==> config.mk <==
export PLATFORM = sky130hd
export DESIGN_NAME = sram_ctrl
export DESIGN_NICKNAME = d
export VERILOG_FILES = /design/src/rtl/arm_mem_pkg.sv /design/src/rtl/sram_ctrl.sv
export SDC_FILE = /design/constraint.sdc
export NUM_CORES = 1
export LEC_CHECK = 0
export BUFFER_PORTS_ARGS = -buffer_cell sky130_fd_sc_hd__buf_2
export CAP_MARGIN = 20
export CORE_MARGIN = 2
export CORE_UTILIZATION = 25
export DETAILED_ROUTE_END_ITERATION = 10
export PLACE_DENSITY = 0.53
export SETUP_SLACK_MARGIN = 0.1
export SYNTH_ARGS = -nofsm -noshare
export SYNTH_HDL_FRONTEND = slang
export SYNTH_SLANG_ARGS = --single-unit
==> constraint.sdc <==
create_clock -name clk -period 2.15 [get_ports clk]
set_input_delay 0.215 -clock clk [delete_from_list [all_inputs] [get_ports clk]]
set_output_delay 0.215 -clock clk [all_outputs]
set_load 0.05 [all_outputs]
==> src/rtl/arm_mem_pkg.sv <==
// Shared definitions for the data-memory path: controller state encoding,
// default data-window base address and external SRAM data width.
package arm_mem_pkg;

  typedef enum logic [1:0] {
    ST_IDLE = 2'd0,
    ST_LO   = 2'd1,
    ST_HI   = 2'd2,
    ST_DONE = 2'd3
  } state_t;

  localparam int unsigned BASE_ADDR_DEFAULT = 1024;
  localparam int unsigned SRAM_DW           = 16;

endpackage

==> src/rtl/sram_ctrl.sv <==
// Data-memory controller: serves each 32-bit MEM-stage load/store as two
// 16-bit phases on an external asynchronous SRAM (low half first), holding
// ready low while the access is in flight so the pipeline freezes.
module sram_ctrl
  import arm_mem_pkg::*;
#(
  parameter int unsigned BASE_ADDR   = BASE_ADDR_DEFAULT,
  parameter int unsigned SRAM_ADDR_W = 18,
  parameter int unsigned WAIT_CYCLES = 2
) (
  input  logic                   clk,
  input  logic                   rst,
  input  logic                   wr_en,
  input  logic                   rd_en,
  input  logic [31:0]            address,
  input  logic [31:0]            write_data,
  output logic [31:0]            read_data,
  output logic                   ready,
  output logic [SRAM_ADDR_W-1:0] sram_addr,
  output logic                   sram_we_n,
  output logic [SRAM_DW-1:0]     sram_dq_out,
  output logic                   sram_dq_oe,
  input  logic [SRAM_DW-1:0]     sram_dq_in
);

  localparam int unsigned CNT_W = (WAIT_CYCLES > 1) ? $clog2(WAIT_CYCLES) : 1;
  localparam int unsigned WRD_W = SRAM_ADDR_W - 1;

  state_t             state, state_d;
  logic [CNT_W-1:0]   cnt, cnt_d;
  logic [WRD_W-1:0]   word_q;
  logic [31:0]        wdata_q;
  logic               is_wr_q;
  logic [SRAM_DW-1:0] lo_q;

  logic               req;
  logic               last;
  logic [31:0]        offset;
  logic [WRD_W-1:0]   word_in;
  logic               unused_bits;

  assign req         = wr_en | rd_en;
  assign last        = (cnt == CNT_W'(WAIT_CYCLES - 1));
  // Out-of-window addresses wrap modulo the SRAM size; byte offset is ignored.
  assign offset      = address - 32'(BASE_ADDR);
  assign word_in     = offset[SRAM_ADDR_W:2];
  assign unused_bits = ^{offset[31:SRAM_ADDR_W+1], offset[1:0]};

  // State, wait counter, latched request and read-halfword assembly.
  always_ff @(posedge clk) begin
    if (rst) begin
      state     <= ST_IDLE;
      cnt       <= '0;
      word_q    <= '0;
      wdata_q   <= '0;
      is_wr_q   <= 1'b0;
      lo_q      <= '0;
      read_data <= '0;
    end else begin
      state <= state_d;
      cnt   <= cnt_d;
      if (state == ST_IDLE && req) begin
        word_q  <= word_in;
        wdata_q <= write_data;
        is_wr_q <= wr_en;
      end
      if (state == ST_LO && last && !is_wr_q) lo_q <= sram_dq_in;
      // Full word is published on entry to DONE so it is valid while ready is high.
      if (state == ST_HI && last && !is_wr_q) read_data <= {sram_dq_in, lo_q};
    end
  end

  // Next-state logic and SRAM pin / ready decoding.
  always_comb begin
    state_d     = state;
    cnt_d       = cnt;
    ready       = 1'b0;
    sram_addr   = '0;
    sram_we_n   = 1'b1;
    sram_dq_out = '0;
    sram_dq_oe  = 1'b0;
    case (state)
      ST_IDLE: begin
        ready = ~req;
        if (req) begin
          state_d = ST_LO;
          cnt_d   = '0;
        end
      end
      ST_LO: begin
        sram_addr = {word_q, 1'b0};
        if (is_wr_q) begin
          sram_we_n   = 1'b0;
          sram_dq_oe  = 1'b1;
          sram_dq_out = wdata_q[15:0];
        end
        if (last) begin
          state_d = ST_HI;
          cnt_d   = '0;
        end else begin
          cnt_d = cnt + 1'b1;
        end
      end
      ST_HI: begin
        sram_addr = {word_q, 1'b1};
        if (is_wr_q) begin
          sram_we_n   = 1'b0;
          sram_dq_oe  = 1'b1;
          sram_dq_out = wdata_q[31:16];
        end
        if (last) begin
          state_d = ST_DONE;
          cnt_d   = '0;
        end else begin
          cnt_d = cnt + 1'b1;
        end
      end
      ST_DONE: begin
        ready   = 1'b1;
        // Unconditional return: the finishing instruction's request is still high here.
        state_d = ST_IDLE;
      end
      default: state_d = ST_IDLE;
    endcase
  end

endmodule

== Yosys cells after proc, flatten, opt, wreduce, memory -nomap -nowiden ==
Index checks and enable logic that the tools add are counted.

* Bitwise gates (word level): 2
* $add $sub $neg: 2
* Muxes and demuxes: 16
* Reduce and logical (&&, ||, !) cells: 11
* Equal/unequal tests: 6

{| class="wikitable"
|+ Operators by type and width
! operator !! count
|-
| case mux 18 bit (2 select lines) || 1
|-
| 2-to-1 mux 16 bit || 2
|-
| case mux 16 bit (2 select lines) || 1
|-
| subtractor 19 x 11 -> 19 bit (second input constant) || 1
|-
| case mux 2 bit (4 select lines) || 1
|-
| 2-to-1 mux 1 bit || 6
|-
| 2-to-1 mux 2 bit || 3
|-
| inequality test 2 bit (second input constant) || 3
|-
| logical AND 1 bit || 5
|-
| equality test 2 bit (second input constant) || 2
|-
| case mux 1 bit (2 select lines) || 2
|-
| AND reduction 3 bit || 1
|-
| equality test 2 x 1 -> 1 bit (second input constant) || 1
|-
| zero test 2 bit || 1
|-
| AND reduction 2 bit || 1
|-
| nonzero test 2 bit || 1
|-
| OR reduction 2 bit || 1
|-
| adder 1 bit (second input constant) || 1
|-
| zero test 1 bit || 1
|-
| NOT 1 bit || 1
|-
| bitwise OR 1 bit || 1
|}

* Bits of input ports: 84
* Logic and storage cells: 44
* Output and inout bits: 69
* Bits in registers: 101

== Longest topological paths before layout ==
Gate-level depths: netlist (run 1).

* Depth in word-level cells: 4
* Gate-level depth with buffers: 7
* Mapped depth without buffers: 5

== Worst setup path before layout (run 1) ==
OpenSTA, ideal clock, no wires.

* Path type: reg2out
* From: register state[0]
* To: output sram_dq_out[2]
* Setup slack: -217 ps
* Data required time: 1935 ps
* Arrival: 2152 ps
* Stages on the path, launching flop included: 6
* Buffers on the path: 1
* Cell sequence: dfxtp_1 -> inv_1 -> ha_1 -> nand2_1 -> clkbuf_1 -> nor2_1

* Cells in the longest elaborated chain, start to end: 2
* Elaborated cells on any way between the ends: 3
* Those cells by class: eq/ne: 2; mux: 1

{| class="wikitable"
|+ Ends and longest elaborated chain
! item !! RTL line !! text
|-
| start, declared || sram_ctrl.sv:29 || <nowiki>state_t state, state_d;</nowiki>
|-
| start signal, assigned || sram_ctrl.sv:60 || <nowiki>state <= state_d;</nowiki>
|-
| equality test 2 bit or equality test 2 x 1 -> 1 bit (tied branches) || sram_ctrl.sv:82 || <nowiki>case (state)</nowiki>
|-
| case mux 16 bit (2 select lines) (*) || sram_ctrl.sv:82 ||
|-
| end, declared || sram_ctrl.sv:21 || <nowiki>output logic [SRAM_DW-1:0] sram_dq_out,</nowiki>
|}

Mark *: on every way between the ends. The rest lies on a longest branch, timed or not.

== Final worst setup path (run 1) ==
* From: register state[0]
* To: output sram_addr[14]

* Cells in the longest elaborated chain, start to end: 2
* Elaborated cells on any way between the ends: 3
* Those cells by class: eq/ne: 2; mux: 1

{| class="wikitable"
|+ Ends and longest elaborated chain
! item !! RTL line !! text
|-
| equality test 2 bit or equality test 2 x 1 -> 1 bit (tied branches) || sram_ctrl.sv:82 ||
|-
| case mux 18 bit (2 select lines) (*) || sram_ctrl.sv:82 ||
|-
| end, declared || sram_ctrl.sv:19 || <nowiki>output logic [SRAM_ADDR_W-1:0] sram_addr,</nowiki>
|}

Marks and branches as above.

==> results.py, run 1 <==
metrics = {
    "layout": {
        "layout.cells.non_filler": 872,
        "drive_gt1_share_pct": 30.79,
        "nNetsFinal": 741,
        "stdcell_area_mm2": 0.005620,
        "antenna-diode-count": 0,
        "syn_to_final_growth_pct": 40.11,
    },
    "pwr": {
        "power_leakage_nw": 2.278,
        "peakVddDrop_mv": 0.4155,
        "cellInternalPower_w": 0.003715,
        "combPwrFrac_pct": 32.4,
        "switching_share_pct": 36.41,
        "p_sw_w": 0.002128,
        "power_frac_seq_pct": 40.2,
        "powerDensity_mw_per_mm2": 1040,
        "p_clk_share_pct": 27.4,
    },
    "critical_path": {
        "cpMostUsedCell": "buf_4",
        "crit_arrival_ns": 1.78,
        "path_delay_family": "buffers and inverters",
        "worstPathCellList": "buf_4 -> ha_4 -> o21a_4 -> buf_4 -> and2_1 -> buf_4",
        "crit_type": "reg -> out",
        "crit_path_start_kind": "flop",
        "cp_max_fo": 11,
        "crit_required_ns": 1.93,
        "critical_path.slowest_cell": "dfxtp_4",
        "r2r_start": "state[1]",
        "crit_path_start": "state[0]",
        "cp_num_cells": 6,
        "crit_buf_inv": 3,
        "end_kind": "primary output",
        "cp_slowest_stage_delay_ns": 0.34,
        "r2r_cells": 6,
    },
    "clocking": {
        "cts_max_path_buffers": 2,
        "clk_latency_ns": 0.35,
        "cts_tree": "yes",
        "h-tree-depth": 3,
        "clock_sinks": 101,
        "cts_inserted_buffers": 9,
        "cts_root_buf": "clkbuf_16",
        "clk_pin_slew_ns": 0.07,
    },
    "hold_path": {
        "hp-start": "address[10]",
        "holdPathStages": 2,
        "hold_class": "in -> reg",
    },
    "synthesis": {
        "syn_nets": 611,
        "synth_top_area_share_pct": 50.41,
        "synth-seq-area-share_pct": 50.41,
        "yosysWarningCount": 0,
        "synth_cells": 521,
        "synthTopCellsByCount": "nand2_1, dfxtp_1, a21oi_1",
        "yosysMostFrequentCell": "nand2_1",
        "synth_area_leader_cell": "dfxtp_1",
        "yosys_most_used_dff": "dfxtp_1",
        "yosysUniqueCellTypes": 27,
        "synth_area_per_cell_um2": 7.699,
        "syn_area_mm2": 0.004011,
        "synthTopCellsByArea": "dfxtp_1, nand2_1, a21oi_1",
        "synth_edf_count": 0,
        "ys_ff_latch": 101,
        "async_reset_ff_share_pct": 0,
    },
    "floorplan": {
        "core_area_mm2": 0.01577,
        "die_area_mm2": 0.01707,
        "die_width_um": 130.7,
        "io_pins": 153,
        "num_rows": 46,
        "chipHeight_um": 130.7,
        "start_util_pct": 25.44,
    },
    "timing": {
        "fin_crit_ns": 1.999,
        "timing.fmax_mhz": 500.1,
        "min_period_over_period_pct": 93.00,
        "skew_ns": 0.005336,
        "setup_violations": 0,
        "whs_ns": 0.07740,
        "slew_headroom_pct": 53.60,
        "maxSlewViolCount": 0,
        "fin_ws_ns": 0.1506,
        "hold_viol": 0,
        "tns_ns": 0,
        "rsz0062_at_grt": "false",
        "worst_pin_slew_ns": 0.6934,
    },
    "global_routing": {
        "gr-usage-all-layers_pct": 13.28,
        "grt_pass1_vias": 3722,
        "grt_pass1_wl_um": 17890,
        "antenna_found_initial": 0,
        "overflow": 0,
        "grt_max_degree": 61,
    },
    "placement": {
        "hpwl_um": 7844,
        "io_buffers": 137,
        "dpl_worst_slack_ns": 0.1175,
        "place_inst": 847,
        "postPlaceCellArea_mm2": 0.004975,
        "gp_congestion": 0.7903,
    },
    "route": {
        "num_vias": 3921,
        "first_pass_iters": 4,
        "met1_length_um": 5500,
        "via_per_inst": 4.497,
        "routedWlPerCell_um": 13.47,
        "highest_layer": "met4",
        "dr_wl_met2_um": 5431,
        "ant_nets": 0,
        "totalWireLength_um": 11750,
        "drc": 0,
        "drt_first_iter_violations": 147,
        "met3_length_um": 630,
    },
    "outcome": {
        "outcome": "finished, final reports clean",
    },
    "run": {
        "drv_cap": 0,
    },
}
metrics by stage:
stage / total power (W) / util, %
floorplan: 0.003455 / -
global placement: 0.003929 / 31.55
detailed placement: 0.003972 / 31.55
CTS: 0.005687 / 34.35
global route: 0.006197 / 35.64
finish: 0.005843 / 35.64
registers in the layout (all words and copies together) (netlist names):
| name | cells |
|---|---|
| state | 2 |
| read_data | 32 |
| lo_q | 16 |
| is_wr_q | 1 |
| word_q | 17 |
| cnt | 1 |
| wdata_q | 32 |
final timing paths:
kind | to | slack, ns
worst max-delay path | sram_addr[14] | 0.15
worst min-delay path | word_q[8] | 0.08
worst max register to register | wdata_q[7] | 0.51
worst min register to register | word_q[0] | 0.45
cells in the final DEF, fill, tap and decap left out, drive strengths merged:
cell type  netlist  routed
or3              3       3
a21oi           93      93
or4              3       3
nand3b           3       3
o21bai           1       1
o31ai            2       2
a21o             1       1
or3b             1       1
o21a             2       2
inv              6      10
clkinv           0       2
nand2          180     180
a211oi           3       3
dfxtp          101     101
or2              1       1
ha               6       6
a22oi           16      16
buf              0     153
clkbuf          37      12
or4b             1       1
and3b            2       2
a311oi           7       7
nand3            2       2
clkinvlp         0       1
and2            17      17
nand2b           3       3
o21ai            4       4
nor2            26      26
per-layer routing:
layer | vias to the layer above | GRT usage [%]
li1 | 1985 | -
met1 | 1820 | 16.59
met2 | 102 | 22.09
met3 | 14 | 3.135
met4 | 0 | 5.444
met5 | - | 0
power groups by stage:
stage	Clock (W)	Combinational [W]	Sequential, W
after floorplan	0	0.00107	0.00238
after global placement	0	0.00156	0.00237
after detailed placement	0	0.00159	0.00238
after CTS	0.00166	0.00169	0.00234
after global routing	0.00174	0.00207	0.00239
final	0.00160	0.00190	0.00235
layout make-up:
cell class                      instances  area (um^2)
Clock buffer                            9        225.2
Clock inverter                          7        63.81
Fill cell                            1727        10150
Inverter                                6        22.52
Multi-Input combinational cell        377         1946
Sequential cell                       101         2029
Tap cell                              216        270.3
Timing Repair Buffer                  156         1064
timing repair:
| action | 4_1_cts | 5_1_grt |
|---|---|---|
| endpoints found under the setup margin | 36 | 30 |
| hold buffers | 0 | 0 |
| pin swaps | 0 | 1 |
| resized for setup | 53 | 15 |
| gates cloned | 0 | 3 |
| buffers inserted | 0 | 4 |
cell families (layout without fill, tap and decap cells):
logic type	after synthesis	after routing	synth area share, %
DFF	101	101	50.41
AOI/OAI and AO/OA	129	129	18.31
adders and majority gates	6	6	1.871
and+or+nand+nor	242	242	25.39
buffers and inverters	43	178	4.024
No activity file was read; power rests on OpenSTA's default activity.
==> run 2: changes to the inputs <==
--- a/config.mk
+++ b/config.mk
@@ -5,6 +5,7 @@
 export SDC_FILE = /design/constraint.sdc
 export NUM_CORES = 1
 export LEC_CHECK = 0
+export ABC_AREA = 1
 export BUFFER_PORTS_ARGS = -buffer_cell sky130_fd_sc_hd__buf_2
 export CAP_MARGIN = 20
 export CORE_MARGIN = 2
==> constraint.sdc (replaced) <==
create_clock -name clk -period 2.15 [get_ports clk]
set_input_delay 0.215 -clock clk [delete_from_list [all_inputs] [get_ports clk]]
set_output_delay 0.215 -clock clk [all_outputs]
set_load 0.02 [all_outputs]
==> run 2 against run 1 <==
Net effect: global-route usage increased by 0.084 points; maximum frequency rose by 2.8%; critical path depth up 2; synthesized area is 4.0% higher; critical path type unchanged; largest cell class unchanged.
==> results.py, run 2 <==
metrics = {
    "synthesis": {
        "yosys_most_used_dff": "dfxtp_1",
        "synthTopCellsByCount": "nor2_1, dfxtp_1, o21ai_0",
        "yosysWarningCount": 0,
        "syn_area_mm2": 0.004170,
        "synth-seq-area-share_pct": 48.48,
        "synthTopCellsByArea": "dfxtp_1, nor2_1, o21ai_0",
        "async_reset_ff_share_pct": 0,
        "syn_nets": 668,
        "yosysUniqueCellTypes": 21,
        "synth_area_per_cell_um2": 7.215,
        "synth_top_area_share_pct": 48.48,
        "synth_cells": 578,
        "synth_edf_count": 0,
        "synth_area_leader_cell": "dfxtp_1",
        "yosysMostFrequentCell": "nor2_1",
        "ys_ff_latch": 101,
    },
    "layout": {
        "drive_gt1_share_pct": 25.74,
        "top_regs": "read_data: 32 flops, wdata_q: 32 flops, word_q: 17 flops",
        "final_cell_mix": "nor2_1, buf_2, dfxtp_1, o21ai_0, nand2_1",
        "n_fill_cell": 1818,
        "nNetsFinal": 792,
        "layout.cells.non_filler": 927,
        "syn_to_final_growth_pct": 28.14,
        "mostFrequentLayoutCell": "nor2_1",
        "antenna-diode-count": 0,
        "stdcell_area_mm2": 0.005344,
    },
    "floorplan": {
        "num_rows": 47,
        "start_util_pct": 25.33,
        "io_pins": 153,
        "chipHeight_um": 133.2,
        "core_area_mm2": 0.01647,
        "die_width_um": 133.2,
        "die_area_mm2": 0.01773,
    },
    "pwr": {
        "powerDensity_mw_per_mm2": 1119,
        "peakVddDrop_mv": 0.5474,
        "finalPower_w": 0.005979,
        "power_leakage_nw": 2.632,
    },
    "global_routing": {
        "overflow": 0,
        "grt_pass1_wl_um": 18950,
        "antenna_found_initial": 0,
        "gr-usage-all-layers_pct": 13.37,
        "grt_max_degree": 93,
        "grt_pass1_vias": 3695,
    },
    "clocking": {
        "cts_inserted_buffers": 9,
        "cts_root_buf": "clkbuf_16",
        "h-tree-depth": 3,
        "clk_pin_slew_ns": 0.07,
        "clock_sinks": 101,
        "hold_buffers": 0,
        "clk_latency_ns": 0.35,
        "cts_tree": "yes",
        "cts_max_path_buffers": 2,
    },
    "hold_path": {
        "holdPathStages": 3,
        "hold_class": "in -> reg",
    },
    "timing": {
        "worst_pin_slew_ns": 0.5703,
        "hold_viol": 0,
        "setup_violations": 0,
        "min_period_over_period_pct": 90.44,
        "fin_crit_ns": 1.944,
        "timing.fmax_mhz": 514.3,
        "maxSlewViolCount": 0,
        "rsz0062_at_grt": "false",
        "fin_ws_ns": 0.2056,
        "skew_ns": 0.008044,
        "tns_ns": 0,
        "slew_headroom_pct": 61.92,
    },
    "placement": {
        "hpwl_um": 7511,
        "postPlaceCellArea_mm2": 0.005006,
        "place_inst": 909,
        "gp_congestion": 0.7665,
        "io_buffers": 137,
        "dpl_worst_slack_ns": 0.3527,
    },
    "route": {
        "routedWlPerCell_um": 12.53,
        "first_pass_iters": 4,
        "ant_nets": 0,
        "totalWireLength_um": 11620,
        "via_per_inst": 4.272,
        "num_vias": 3960,
        "drt_first_iter_violations": 132,
        "drc": 0,
    },
    "critical_path": {
        "crit_arrival_ns": 1.73,
        "r2r_cells": 8,
        "cp_max_fo": 17,
        "crit_type": "reg -> out",
        "crit_path_start_kind": "flop",
        "crit_required_ns": 1.93,
        "end_kind": "primary output",
    },
    "outcome": {
        "outcome": "finished, final reports clean",
    },
    "run": {
        "drv_cap": 0,
    },
}
-- run 2: changes by cell type after synthesis, moves of 8 or more --
| cell | change |
|---|---|
| nor2_1 | +158 |
| a21oi_1 | -54 |
| clkbuf_1 | -29 |
| inv_1 | +30 |
| nand3_1 | +8 |
| buf_2 | +14 |
| and2_1 | -17 |
| a22oi_1 | -16 |
| nand2_1 | -126 |
| o21ai_1 | +9 |
| o21ai_0 | +86 |
-- run 2: worst max-delay path, cell delays in order (launching register included) --
cell     delay, ns
dfxtp_1       0.34
inv_2         0.13
ha_4          0.20
inv_2         0.07
nand2_1       0.08
nand2_1       0.06
buf_6         0.16
nor2_1        0.15
buf_2         0.19
-- run 2: report_power, final --
part           leakage (nW)  total, W  internal [W]  switching, W
logic                  1.66   0.00190      0.000607       0.00129
registers             0.829   0.00253       0.00232      0.000206
clock network         0.140   0.00155      0.000850      0.000703
total                  2.63   0.00598       0.00378       0.00220
-- run 2: area by class of cell --
cell class                 count  area [um^2]  area share, %
timing repair buffer         147        783.3          14.66
tap                          220        275.3          5.151
clock buffer                  13        260.3          4.870
sequential                   101         2023          37.86
inverter                      44        167.7          3.137
multi-input combinational    399         1815          33.97
clock inverter                 3        18.77         0.3512
-- run 2: cell families (layout without fill, tap and decap cells) --
family                   count (synthesis)  count (layout)  synth area share, %
AO/OA/AOI/OAI                          139             139                16.77
AND/OR/NAND/NOR                        254             254                24.00
buffers and inverters                   78             207                8.941
adder cells (fa/ha/maj)                  6               6                1.800
flip-flops                             101             101                48.48
-- run 2: worst paths after layout --
kind                               startpoint             to  slack [ns]
worst max-delay path                 state[0]  sram_addr[14]        0.21
worst min-delay path            write_data[5]     wdata_q[5]        0.09
worst max register to register       state[0]     word_q[12]        0.42
worst min register to register      word_q[1]      word_q[1]        0.45
-- run 2: metal layers --
layer / share of wire (%) / GRT usage (%)
met5: 0 / 0
met2: 43 / 20.70
met3: 6.8 / 4.871
met1: 49 / 17.69
met4: 1.0 / 3.546
-- run 2: what timing repair did --
action / in CTS / in global routing
endpoints found under the setup margin: 33 / 25
hold endpoints to repair: 0 / 0
gates resized for setup: 7 / 5
setup buffers: 0 / 2
-- run 2: per-stage QoR --
stage / util [%] / hold WS (ns)
detailed placement: 30.40 / 0.4439
global route: 32.45 / 0.08127
global placement: 30.40 / 0.4426
floorplan: - / 0.2841
CTS: 32.29 / 0.07472
finish: 32.45 / 0.08798
==> run 3: changes to the inputs <==
==> constraint.sdc (replaced) <==
create_clock -name clk -period 2 [get_ports clk]
set_input_delay 0.2 -clock clk [delete_from_list [all_inputs] [get_ports clk]]
set_output_delay 0.2 -clock clk [all_outputs]
set_load 0.02 [all_outputs]
==> run 3 against run 2 <==
Net effect: clock power increased by 14%; via count decreased by 0.23%; critical path depth fell by 2; wire length rose by 1.1%; first-iteration DRC count fell by 6.8%; worst hold slack got worse by 0.012 ns; sequential power up 8.3%; register-to-register slack gained 0.02 ns; die area unchanged; non-clock buffer count up 4; power grew 13%; sequential cell count is the same; critical endpoint is now sram_addr[3]; largest power group unchanged.
==> results.py, run 3 (synthesized netlist as in run 2, its figures left out) <==
metrics = {
    "outcome": {
        "outcome": "finished, final reports clean",
    },
    "pwr": {
        "cellInternalPower_w": 0.004316,
        "powerDensity_mw_per_mm2": 1226,
        "peakVddDrop_mv": 0.5091,
        "combPwrFrac_pct": 33.6,
        "p_clk_share_pct": 26.1,
        "power_frac_seq_pct": 40.4,
        "p_sw_w": 0.002458,
        "power_leakage_nw": 2.687,
        "switching_share_pct": 36.28,
    },
    "route": {
        "drt_first_iter_violations": 123,
        "drc": 0,
        "first_pass_iters": 4,
        "via_per_inst": 4.244,
        "num_vias": 3951,
        "routedWlPerCell_um": 12.62,
        "ant_nets": 0,
        "totalWireLength_um": 11750,
    },
    "critical_path": {
        "crit_end": "sram_addr[3]",
        "cp_max_fo": 9,
        "crit_type": "reg -> out",
        "r2r_start": "state[0]",
        "r2r_cells": 8,
        "crit_path_start_kind": "flop",
        "crit_required_ns": 1.80,
        "cp_num_cells": 6,
        "end_kind": "primary output",
        "crit_arrival_ns": 1.64,
        "critical_path.slowest_cell": "dfxtp_4",
        "reg2reg_to": "wdata_q[17]",
        "path_delay_family": "flip-flops",
        "r2r_setup_slack_ns": 0.44,
        "worstPathCellList": "inv_6 -> ha_4 -> nand2_4 -> buf_8 -> nor2_1 -> buf_2",
        "crit_buf_inv": 3,
        "crit_path_start": "state[0]",
        "cp_slowest_stage_delay_ns": 0.40,
    },
    "global_routing": {
        "overflow": 0,
        "grt_pass1_wl_um": 18920,
        "grt_pass1_vias": 3767,
        "gr-usage-all-layers_pct": 13.35,
        "grt_max_degree": 64,
        "antenna_found_initial": 0,
    },
    "floorplan": {
        "die_width_um": 133.2,
        "io_pins": 153,
        "core_area_mm2": 0.01647,
        "start_util_pct": 25.33,
        "chipHeight_um": 133.2,
        "die_area_mm2": 0.01773,
        "num_rows": 47,
    },
    "placement": {
        "io_buffers": 137,
        "gp_congestion": 0.7782,
        "hpwl_um": 7684,
        "place_inst": 913,
    },
    "layout": {
        "final_util_pct": 33.55,
        "mostFrequentLayoutCell": "nor2_1",
        "layout.cells.non_filler": 931,
        "drive_gt1_share_pct": 27.57,
        "n_fill_cell": 1797,
        "nNetsFinal": 796,
        "antenna-diode-count": 0,
        "syn_to_final_growth_pct": 32.46,
        "final_cell_mix": "nor2_1, buf_2, dfxtp_1, o21ai_0, nand2_1",
        "top_regs": "read_data: 32 flops, wdata_q: 32 flops, word_q: 17 flops",
    },
    "timing": {
        "slew_headroom_pct": 61.50,
        "rsz0062_at_grt": "true",
        "worst_pin_slew_ns": 0.5766,
        "setup_violations": 0,
        "fin_crit_ns": 1.840,
        "skew_ns": 0.007384,
        "maxSlewViolCount": 0,
        "tns_ns": 0,
        "min_period_over_period_pct": 91.98,
        "timing.fmax_mhz": 543.6,
        "hold_viol": 0,
    },
    "hold_path": {
        "hold_class": "in -> reg",
    },
    "clocking": {
        "clk_pin_slew_ns": 0.07,
        "clock_sinks": 101,
        "hold_buffers": 0,
        "clk_latency_ns": 0.34,
        "cts_max_path_buffers": 2,
        "cts_root_buf": "clkbuf_16",
        "cts_tree": "yes",
        "cts_inserted_buffers": 9,
        "h-tree-depth": 3,
    },
    "run": {
        "drv_cap": 0,
    },
}
run 3: changes by cell type in the layout (fill, tap and decap cells not counted), moves of 2 or more:
| cell | before | now |
|---|---|---|
| inv_2 | 9 | 6 |
| buf_4 | 8 | 16 |
| nor2_2 | 2 | 10 |
| buf_12 | 1 | 3 |
| inv_4 | 1 | 3 |
| nor2_1 | 184 | 176 |
| nand2_1 | 54 | 52 |
| buf_2 | 136 | 127 |
| dfxtp_4 | 0 | 2 |
run 3: what timing repair did:
| item | 4_1_cts | 5_1_grt |
|---|---|---|
| pin swaps | 1 | 2 |
| gates resized for setup | 29 | 15 |
| endpoints found under the setup margin | 35 | 13 |
| cloned | 1 | 0 |
| buffers inserted | 1 | 0 |
run 3: through the flow:
stage,cell area [um^2],setup slack [ns],hold slack (ns),total power [W]
after CTS,5482,0.1057,0.06435,0.006822
after global placement,5061,0.2565,0.4227,0.004777
after global routing,5524,0.07143,0.07425,0.007265
after floorplan,4170,0.3399,0.2691,0.004147
final,5524,0.1604,0.07628,0.006774
after detailed placement,5061,0.2662,0.4285,0.004787
run 3: cell type report:
cell class	count	area [um^2]	share of cell area, %
Clock buffer	13	250.2	4.530
Clock inverter	3	43.79	0.7928
Multi-Input combinational cell	399	1856	33.59
Sequential cell	101	2029	36.74
Timing Repair Buffer	151	892.1	16.15
Inverter	44	177.7	3.216
Tap cell	220	275.3	4.983
run 3: how the worst min path moves through the flow:
stage	start	cells after the start	slack, ns	end
2_1_floorplan	rst	1	0.27	word_q[10]
3_3_place_gp	write_data[20]	3	0.42	wdata_q[20]
3_5_place_dp	write_data[27]	3	0.43	wdata_q[27]
4_1_cts	write_data[5]	3	0.06	wdata_q[5]
5_1_grt	write_data[19]	3	0.07	wdata_q[19]
6_report	write_data[5]	3	0.08	wdata_q[5]
run 3: power groups by stage:
| stage | combinational, W | clock, W | sequential (W) |
|---|---|---|---|
| 6_report | 0.00227 | 0.00176 | 0.00274 |
| 4_1_cts | 0.00226 | 0.00184 | 0.00273 |
| 3_3_place_gp | 0.00204 | 0 | 0.00274 |
| 2_1_floorplan | 0.00135 | 0 | 0.00280 |
| 5_1_grt | 0.00255 | 0.00192 | 0.00280 |
| 3_5_place_dp | 0.00204 | 0 | 0.00275 |
run 3: routing by layer:
layer	GRT usage, %	share of wire, %	up-vias
li1	-	-	2095
met1	18.08	49	1742
met2	20.55	43	103
met3	3.615	6.3	11
met4	4.669	1.7	0
met5	0	0	-
run 3: worst register-to-register path, delay by kind of cell (launching register included):
family / cells / cell delay (ns)
flip-flops: 1 / 0.40
buffers and inverters: 4 / 0.69
AND/OR/NAND/NOR: 2 / 0.20
AO/OA/AOI/OAI: 1 / 0.06
adder cells (fa/ha/maj): 1 / 0.15
